File: src/rtl/pipe_hazard_ctrl.sv
// Pipeline hazard controller: load-use interlock, mispredict flush sequencing
// and multi-cycle EX operation stalling with a timeout watchdog.
module pipe_hazard_ctrl #(
    parameter int FLUSH_CYCLES = 1,
    parameter int MC_MAX       = 64
) (
    input  logic        clk,
    input  logic        rst,
    input  logic [4:0]  id_rs1,
    input  logic [4:0]  id_rs2,
    input  logic        id_rs1_en,
    input  logic        id_rs2_en,
    input  logic [4:0]  ex_rd,
    input  logic        ex_rd_en,
    input  logic        ex_is_load,
    input  logic        ex_mc_start,
    input  logic        ex_mc_done,
    input  logic        mispredict,
    output logic        pc_stall,
    output logic        ifid_stall,
    output logic        ifid_flush,
    output logic        feedforward_stall,
    output logic        checkpre_flush,
    output logic        exmem_bubble,
    output logic        mc_err,
    output logic [31:0] stall_cycles,
    output logic [15:0] flush_events
);

    typedef enum logic [1:0] {
        RUN,
        MC_WAIT,
        FLUSH
    } state_t;

    localparam logic [7:0] FLUSH_INIT = 8'(FLUSH_CYCLES - 1);
    localparam logic [7:0] MC_LAST    = 8'(MC_MAX - 1);

    state_t     state;
    logic [7:0] flush_cnt;
    logic [7:0] mc_cnt;
    logic       load_use;

    // Load-use hazard between the load in EX and the operands read in ID
    always_comb begin
        load_use = ex_is_load && ex_rd_en && (ex_rd != 5'd0) &&
                   ((id_rs1_en && (id_rs1 == ex_rd)) ||
                    (id_rs2_en && (id_rs2 == ex_rd)));
    end

    // Same-cycle control outputs from current state and inputs; forced low in reset
    always_comb begin
        pc_stall          = 1'b0;
        ifid_stall        = 1'b0;
        ifid_flush        = 1'b0;
        feedforward_stall = 1'b0;
        checkpre_flush    = 1'b0;
        exmem_bubble      = 1'b0;
        if (!rst) begin
            case (state)
                RUN: begin
                    if (mispredict) begin
                        checkpre_flush = 1'b1;
                        ifid_flush     = 1'b1;
                    end else if (ex_mc_start) begin
                        // start cycle itself never stalls
                    end else if (load_use) begin
                        pc_stall       = 1'b1;
                        ifid_stall     = 1'b1;
                        checkpre_flush = 1'b1;
                    end
                end
                MC_WAIT: begin
                    if (!ex_mc_done) begin
                        pc_stall          = 1'b1;
                        ifid_stall        = 1'b1;
                        feedforward_stall = 1'b1;
                        exmem_bubble      = 1'b1;
                    end
                end
                FLUSH: begin
                    checkpre_flush = 1'b1;
                    ifid_flush     = 1'b1;
                end
                default: ;
            endcase
        end
    end

    // State, sequencing counters, sticky error and saturating statistics
    always_ff @(posedge clk) begin
        if (rst) begin
            state        <= RUN;
            flush_cnt    <= '0;
            mc_cnt       <= '0;
            mc_err       <= 1'b0;
            stall_cycles <= '0;
            flush_events <= '0;
        end else begin
            if (pc_stall && (stall_cycles != '1))
                stall_cycles <= stall_cycles + 32'd1;

            case (state)
                RUN: begin
                    if (mispredict) begin
                        if (flush_events != '1)
                            flush_events <= flush_events + 16'd1;
                        if (FLUSH_CYCLES > 1) begin
                            state     <= FLUSH;
                            flush_cnt <= FLUSH_INIT;
                        end
                    end else if (ex_mc_start && !ex_mc_done) begin
                        state  <= MC_WAIT;
                        mc_cnt <= '0;
                    end
                end
                MC_WAIT: begin
                    if (ex_mc_done) begin
                        state <= RUN;
                    end else begin
                        mc_cnt <= mc_cnt + 8'd1;
                        if (mc_cnt == MC_LAST) begin
                            mc_err <= 1'b1;
                            state  <= RUN;
                        end
                    end
                end
                FLUSH: begin
                    flush_cnt <= flush_cnt - 8'd1;
                    if (flush_cnt == 8'd1)
                        state <= RUN;
                end
                default: state <= RUN;
            endcase
        end
    end

endmodule
File: config.mk
export PLATFORM = sky130hd
export DESIGN_NAME = pipe_hazard_ctrl
export DESIGN_NICKNAME = d
export VERILOG_FILES = /design/src/rtl/pipe_hazard_ctrl.sv
export SDC_FILE = /design/constraint.sdc
export NUM_CORES = 1
export LEC_CHECK = 0
export CORE_ASPECT_RATIO = 1.4
export CORE_MARGIN = 5
export CORE_UTILIZATION = 30
export CTS_BUF_LIST = sky130_fd_sc_hd__clkbuf_16
export CTS_CLUSTER_SIZE = 24
export DETAILED_ROUTE_END_ITERATION = 10
export SYNTH_ARGS = -nofsm -noshare
export SYNTH_HDL_FRONTEND = slang
export SYNTH_SLANG_ARGS = --single-unit
File: constraint.sdc
create_clock -name clk -period 2.5 [get_ports clk]
set_clock_uncertainty 0.1 [all_clocks]
set_input_delay 0.25 -clock clk [delete_from_list [all_inputs] [get_ports clk]]
set_output_delay 0.25 -clock clk [all_outputs]
set_load 0.02 [all_outputs]
Yosys cells after proc, flatten, opt, wreduce, memory -nomap -nowiden
Cells that the tools add are included.
Widths: inputs -> output; s select.
{"block": "classes", "shift": 0, "n_lt_le_gt_ge": 0, "n_mul": 0, "n_div": 0, "add_sub_neg": 4, "reduce_logical": 16, "bitwise": 1, "eq_ne": 13, "n_mux": 24}
{"op": "$add 32x1->32 const B", "n": 1}
{"op": "$ne 32x32->1 const B", "n": 1}
{"op": "$mux 8", "n": 3}
{"op": "$add 16x1->16 const B", "n": 1}
{"op": "$ne 16x16->1 const B", "n": 1}
{"op": "$pmux 8 s2", "n": 1}
{"op": "$mux 1", "n": 11}
{"op": "$eq 5x5->1", "n": 2}
{"op": "$mux 2", "n": 5}
{"op": "$add 8x1->8 const B", "n": 1}
{"op": "$eq 8x1->1 const B", "n": 1}
{"op": "$eq 8x6->1 const B", "n": 1}
{"op": "$ne 2x2->1 const B", "n": 4}
{"op": "$reduce_and 4->1", "n": 2}
{"op": "$sub 8x1->8 const B", "n": 1}
{"op": "$logic_and 1x1->1", "n": 7}
{"op": "$pmux 1 s2", "n": 3}
{"op": "$pmux 2 s3", "n": 1}
{"op": "$reduce_and 3->1", "n": 2}
{"op": "$reduce_bool 5->1", "n": 1}
{"op": "$ne 3x3->1 const B", "n": 1}
{"op": "$eq 2x1->1 const B", "n": 1}
{"op": "$eq 2x2->1 const B", "n": 1}
{"op": "$logic_not 2->1", "n": 1}
{"op": "other kinds (4)", "n": 4}
{"block": "word_totals", "latch_bits": 0, "ramBits": 0, "wordCells": 64, "register_bits": 67, "input_bits": 24, "memories": 0, "mem_bits_ro": 0}

Longest topological paths before layout
Gate-level depths: netlist (run 1).
{"block": "depth", "ltp_word": 10, "mapped_depth": 10}

Least setup slack after synthesis (run 1)
OpenSTA, ideal clock, no wires.
{"block": "synth_path", "path_kind": "register to register", "from": "register stall_cycles[4]", "to": "register stall_cycles[25]", "slack_ns": 0.040, "n_path_buf": 1, "synth_period_minus_slack_ns": 2.460, "path_stages_with_launch": 8, "setup_time_ns": 0.070, "arrival_time_ns": 2.290, "path_cell_list": "dfxtp_1 > nand4_4 > or4_4 > nor2_4 > nand4_2 > buf_6 > or4_1 > a21oi_1"}
{"block": "synth_between", "elab_chain_cells": 2}
{"item": "start, declared", "line": "26", "source": "output logic [31:0] stall_cycles,"}
{"item": "start signal, assigned", "line": "101", "source": "stall_cycles <= stall_cycles + 32'd1;"}
{"item": "parallel branches: the longest is 2 deep, another holds $add 32x1->32"}
Parallel ways; which one is timed is not known.
A chain may end at the register's enable or synchronous reset.

Worst setup path in the final report (run 1)
{"block": "layout_path", "from": "input ex_rd[2]", "to": "output pc_stall"}
{"block": "layout_between", "elab_chain_cells": 9}
{"item": "start, declared", "line": "13", "source": "input logic [4:0] ex_rd,"}
{"item": "$eq 5x5->1, on equally long branches", "line": "47, 48"}
{"item": "$logic_and 1x1->1, on equally long branches", "line": "47, 48"}
{"item": "$logic_or 1x1->1", "line": "47", "source": "((id_rs1_en && (id_rs1 == ex_rd)) ||"}
{"item": "$logic_and 1x1->1 (*)", "line": "46", "source": "load_use = ex_is_load && ex_rd_en && (ex_rd != 5'd0) &&"}
{"item": "$mux 1 (*)", "line": "67", "source": "end else if (load_use) begin"}
{"item": "$mux 1 (*)", "line": "65", "source": "end else if (ex_mc_start) begin"}
{"item": "$mux 1 (*)", "line": "62", "source": "if (mispredict) begin"}
{"item": "$pmux 1 s2 (*)", "line": "60", "source": "case (state)"}
{"item": "$mux 1 (*)", "line": "59", "source": "if (!rst) begin"}
{"item": "end, declared", "line": "19", "source": "output logic pc_stall,"}
Mark *: on every way between the ends. The rest lies on a longest branch, timed or not.

==> impl_metrics.ini, run 1 <==
[logic_synthesis]
yosysMostFrequentCell = dfxtp_1
synth_top_area_share = 0.387
synth_cell_types = 48
synth-seq-cells = 58
synth-edff-count = 0
yosysWarnings = 0
synthArstFlopShare = 0
synth_top_area_cell = dfxtp_1
synthFlopType = dfxtp_1
syn-instance-count = 363
synth_seq_area_share = 0.387
synthesis.nets = 390
synth_area_per_cell_um2 = 8.27
synthTopCellsByArea = dfxtp_1 (39%), a21oi_1 (6.3%), or3_1 (4.8%)
synthTopCellsByCount = dfxtp_1 (58), a21oi_1 (38), nor2_1 (30)
netlist_area_um2 = 3000

[place]
place_congestion = 0.781
port_buffers = 78
postPlaceCellArea_um2 = 4120
dpl.hpwl_um = 6180

[timing]
clock.fmax_ghz = 0.412
hold_ws_ns = 0.396
final.setup.tns_ns = 0
relSlewSlack = 0.586
post-route-min-period_ns = 2.43
hold_viol_final = 0
worst_pin_slew_ns = 0.621
finalSetupViolations = 0
final-max-slew-violation-count = 0
rsz0062_at_grt = false
post-route-period-util = 0.971

[floorplan]
num_rows = 43
start_util = 0.305
ioPinCount = 79
dieArea_um2 = 12100
die_w_um = 94.5
core-area_um2 = 9850
die_y_um = 128

[global_routing]
grt_pass1_wl_um = 13700
grt_pass1_vias = 2975
globalRouteTotalUtil = 0.141
grt_max_degree = 58
gr-total-overflow = 0
antenna_found_initial = 0

[power]
ir_drop_uv = 338
power_density_nw_per_um2 = 479
swShare = 0.216
p_int_mw = 1.64
seq_power_share = 0.449
clockPowerShare = 0.484
total_leakage_power_nw = 1.45
p_comb_frac = 0.067
p_sw_mw = 0.452

[detailed_routing]
wl_per_cell_um = 13.7
drc = 0
vias_per_cell = 5.10
vias = 3077
drt_iter0_markers = 107
final_antenna_net_count = 0
first_pass_iters = 4
drt-total-wl_um = 8240

[cells_and_area]
antennaDiodeCount = 0
area_growth_pct = 45.7
fin_area_um2 = 4370
fin_nets = 494
drive_gt1_frac = 0.124

[setup_path]
rrSetupSlack_ns = 0.17
cp_max_fo = 3
critPathArrivalTime_ns = 2.08
worstSetupStartpoint = ex_rd[2]
critical_path_class = primary input to primary output
crit_path_start_kind = primary input
end_kind = primary output
reg2reg_from = stall_cycles[7]
cp.required_ns = 2.15

[clocking]
clock_latency_ns = 0.32
clk_pin_slew_ns = 0.05
cts_tree = done
clock_path_buffers = 2
cts_setup_buffers = 0
root_buffer = clkbuf_16
clkSinkCount = 58
htree_levels = 3
postCtsHoldBufs = 0
cts_buffers = 9

[flow_run]
max_cap_viol_count = 0

[worst_hold_path]
min_from = stall_cycles[9]
min_path_type = flip-flop to flip-flop

[status]
status = complete, no violations
timing repair:
action                                  CTS  global route
cloned                                    0             0
endpoints found under the setup margin    3             7
gates resized for setup                   4             9
worst max-delay path: stages:
cell             delay (ns)
clkdlybuf4s50_1        0.46
or4_1                  0.54
o2111ai_2              0.21
o21ai_0                0.14
and2_1                 0.18
clkdlybuf4s15_1        0.29
metrics by stage:
step / std cells / total power [mW] / utilization / worst slack (ns)
3_5_place_dp: 591 / 1.10 / 0.418 / -0.237
6_report: 603 / 2.09 / 0.444 / 0.0714
5_1_grt: 603 / 2.17 / 0.444 / 0.00109
3_3_place_gp: 591 / 1.10 / 0.418 / -0.229
4_1_cts: 603 / 2.12 / 0.443 / 0.0342
2_1_floorplan: 363 / 1.02 / - / 0.0397
registers in the layout (all words and copies together) (netlist names):
| name | flops |
|---|---|
| mc_cnt | 8 |
| state | 1 |
| mc_err | 1 |
| flush_events | 16 |
| stall_cycles | 32 |
final timing paths:
path                           end  depth (start not counted)
setup reg to reg  stall_cycles[22]                          7
hold reg to reg    stall_cycles[9]                          2
hold / removal     stall_cycles[9]                          2
setup / recovery          pc_stall                          6
final cells by class:
type,instances,area (um^2)
clock inverters,3,11.3
repair buffers,111,1030
well taps,135,169
clock buffers,9,225
fillers,998,5470
inverters,9,33.8
flip-flops and latches,58,1160
multi-input cells,278,1750
logic make-up (layout without fill, tap and decap cells):
group / count (synthesis) / in the layout / share of synthesized area
buffers and inverters: 27 / 132 / 0.0400
DFF: 58 / 58 / 0.387
AOI/OAI and AO/OA: 87 / 87 / 0.170
and+or+nand+nor: 160 / 160 / 0.307
adders and majority gates: 3 / 3 / 0.0125
xor gates and xnor gates: 24 / 24 / 0.0701
muxes: 4 / 4 / 0.0138
metal layers:
metal | global-route usage | vias to the layer above | routed length [um]
li1 | - | 1560 | -
met1 | 0.156 | 1443 | 3410
met2 | 0.253 | 64 | 4270
met3 | 0.0368 | 10 | 430
met4 | 0.0561 | 0 | 128
met5 | 0 | - | 0
layout by cell type (no fill, tap or decap), drive strengths merged, types with 4 or more instances in the layout:
cell	synthesis	routed
xor2	8	8
or4	17	17
nor3	5	5
nand2	18	18
o31ai	15	15
nor2	31	31
buf	7	34
clkdlybuf4s50	0	74
a21oi	38	38
or3	25	25
nand4	17	17
and4	4	4
dfxtp	58	58
nand3	21	21
inv	9	9
xnor2	16	16
clkbuf	11	11
o21ai	22	22
nor2b	4	4
and3	6	6
power groups by stage:
stage	combinational, mW	sequential [mW]	clock [mW]
after global routing	0.154	0.939	1.08
after detailed placement	0.142	0.957	0
after floorplan	0.0600	0.959	0
final	0.141	0.939	1.01
after global placement	0.140	0.957	0
after CTS	0.142	0.939	1.04
(Power assumes the default switching activity.)
==> run 2, diff against run 1 <==
--- a/config.mk
+++ b/config.mk
@@ -11,6 +11,7 @@
 export CTS_BUF_LIST = sky130_fd_sc_hd__clkbuf_16
 export CTS_CLUSTER_SIZE = 24
 export DETAILED_ROUTE_END_ITERATION = 10
+export HOLD_SLACK_MARGIN = 0.02
 export SYNTH_ARGS = -nofsm -noshare
 export SYNTH_HDL_FRONTEND = slang
 export SYNTH_SLANG_ARGS = --single-unit
==> results of run 2 <==
Final layout, timing and power as in run 1 (identical DEF).
==> variant, RTL diff (settings of run 1) <==
Encoding of `state_t`: now one-hot (3 bits for 3 states).
--- a/src/rtl/pipe_hazard_ctrl.sv
+++ b/src/rtl/pipe_hazard_ctrl.sv
@@ -27,10 +27,10 @@
     output logic [15:0] flush_events
 );
 
-    typedef enum logic [1:0] {
-        RUN,
-        MC_WAIT,
-        FLUSH
+    typedef enum logic [2:0] {
+        RUN     = 3'b001,
+        MC_WAIT = 3'b010,
+        FLUSH   = 3'b100
     } state_t;
 
     localparam logic [7:0] FLUSH_INIT = 8'(FLUSH_CYCLES - 1);
Formal check against the unedited RTL: no difference found for any inputs over 10 cycles, from zero or initial values and one cycle with rst high; not proved beyond that.
==> variant against run 1 <==
Area after synthesis rose by 3.9%; final area rose by 5.6%; first-iteration DRC count fell by 3.7%; setup slack improved by 0.065 ns; sequential cell count rose by 1; wire length rose by 3.4%; non-clock buffer count rose by 11; die area rose by 3.5%; largest cell class unchanged; highest routed layer is now met5.
Power is not compared: it rests on default switching activity, and its combinational part moved more than twofold at a synthesized area within 25%.
==> variant: results (changes against run 1) <==
{
  "worst-slew-pin-transition": {"value": 0.584, "unit": "ns", "change": "was 0.621 ns"},
  "fill_cells": {"value": 1064, "change": "was 998"},
  "detailedPlacementHpwl": {"value": 6.46, "unit": "mm", "change": "was 6.18 mm"},
  "worst_ep_arrival_time": {"value": 2.46, "unit": "ns", "change": "was 2.08 ns"},
  "place.detailed.instances": {"value": 616, "change": "was 591"},
  "grt.total_usage": {"value": 0.140, "change": "was 0.141"},
  "critical_path.max_fanout": {"value": 6, "change": "was 3"},
  "setup.reg_to_reg.worst_slack": {"value": 0.15, "unit": "ns", "change": "was 0.17 ns"},
  "synth_warnings": {"value": 0, "change": "unchanged"},
  "synth_sequential_area_ratio": {"value": 0.379, "change": "was 0.387"},
  "design.final.nets": {"value": 518, "change": "was 494"},
  "synth_common_cells": {"value": "nor2_1 (62), dfxtp_1 (59), xnor2_1 (31)", "change": "was dfxtp_1 (58), a21oi_1 (38), nor2_1 (30)"},
  "synth.area.top_cells": {"value": "dfxtp_1 (38%), xnor2_1 (8.7%), nor2_1 (7.5%)", "change": "was dfxtp_1 (39%), a21oi_1 (6.3%), or3_1 (4.8%)"},
  "drive_gt1_frac": {"value": 0.160, "change": "was 0.124"},
  "gp_congestion": {"value": 0.817, "change": "was 0.781"},
  "h-tree-depth": {"value": 3, "change": "unchanged"},
  "dr.first_iter.drc_count": {"value": 103, "change": "was 107"},
  "placement.setup.worst_slack": {"value": -0.236, "unit": "ns", "change": "was -0.237 ns"},
  "post_drt_wl_per_cell": {"value": 13.5, "unit": "microns", "change": "was 13.7 microns"},
  "grt_antenna_before_repair": {"value": 1, "change": "was 0"},
  "timing.hold.worst.class": {"value": "input port to register", "change": "was register to register"},
  "detail_route.vias_per_cell": {"value": 4.78, "change": "was 5.10"},
  "synth_fp_nets": {"value": 399, "change": "was 390"},
  "instances_no_fill": {"value": 631, "change": "was 603"},
  "yosys_most_used_dff": {"value": "dfxtp_1", "change": "unchanged"},
  "postSynthCellCount": {"value": 370, "change": "was 363"},
  "status": {"value": "completed", "change": "unchanged"},
  "root_buffer": {"value": "clkbuf_16", "change": "unchanged"},
  "cts_buffers": {"value": 9, "change": "unchanged"},
  "wire_length_of_the_first_global_routing_pass": {"value": 13.8, "unit": "mm", "change": "was 13.7 mm"}
}
==> variant: changes by cell type after synthesis, moves of 5 or more <==
| cell | before | now |
|---|---|---|
| or3_1 | 23 | 4 |
| nand2_1 | 18 | 25 |
| a21oi_1 | 38 | 11 |
| o21ai_0 | 22 | 9 |
| nor3_1 | 5 | 19 |
| xor2_1 | 8 | 16 |
| nor2_1 | 30 | 62 |
| or4_1 | 16 | 0 |
| nand3_1 | 21 | 27 |
| xnor2_1 | 16 | 31 |
| o31ai_1 | 15 | 0 |
| clkbuf_1 | 11 | 6 |
==> variant: worst paths after layout <==
path	from	to	depth (start not counted)
worst min-delay path	rst	mc_cnt[1]$_SDFFE_PP0P_	2
worst min register to register	mc_err$_SDFFE_PP0P_	mc_err$_SDFFE_PP0P_	2
worst max-delay path	ex_rd[0]	stall_cycles[15]$_SDFFE_PP0P_	8
worst max register to register	state[0]$_SDFFE_PP1P_	stall_cycles[15]$_SDFFE_PP0P_	8
==> variant: kinds of logic after synthesis <==
group	Yosys count	share of synthesized area
adder cells (fa/ha/maj)	5	0.0201
buffers and inverters	19	0.0281
multiplexers	10	0.0349
AND/OR/NAND/NOR	199	0.342
AO/OA/AOI/OAI	31	0.0642
XOR/XNOR	47	0.132
flip-flops	59	0.379
==> variant: repair_timing <==
action | in CTS | in global routing
endpoints found under the setup margin | 4 | 12
pin swaps | 1 | 0
gates resized for setup | 4 | 8
hold buffers | 0 | 0
gates cloned | 0 | 0
==> variant: metrics by stage <==
step | hold WS, ns | TNS, ns | cell area [sq um]
final | 0.123 | 0 | 4620
after global routing | 0.136 | 0 | 4620
after CTS | 0.104 | 0 | 4600
after detailed placement | 0.370 | -4.23 | 4330
after global placement | 0.373 | -2.80 | 4330
after floorplan | 0.353 | 0 | 3120
==> variant: layer usage <==
| layer | vias up | part of all wire | global-route usage |
|---|---|---|---|
| met1 | 1409 | 0.41 | 0.159 |
| met4 | 2 | 0.018 | 0.0494 |
| met3 | 12 | 0.041 | 0.0367 |
| li1 | 1539 | - | - |
| met5 | - | 0.0014 | 0 |
| met2 | 55 | 0.53 | 0.250 |
==> variant: power by group <==
part	internal (mW)	switching, mW	total [mW]
combinational	0.196	0.222	0.417
clock	0.748	0.403	1.15
sequential	0.967	0.0238	0.991
==> variant: critical path, cell delays in order <==
cell and delay [ns]:
clkdlybuf4s50_1 0.55, nor3_2 0.09, a211oi_4 0.25, a31oi_1 0.17
a31o_2 0.33, nor4_4 0.27, nor3b_2 0.22, mux2_1 0.33
==> variant: cell type report <==
cell class	instances	area share
tap	138	0.0374
multi-input combinational	292	0.406
inverter	5	0.00407
sequential	59	0.256
timing repair buffer	122	0.237
clock inverter	6	0.0108
clock buffer	9	0.0488
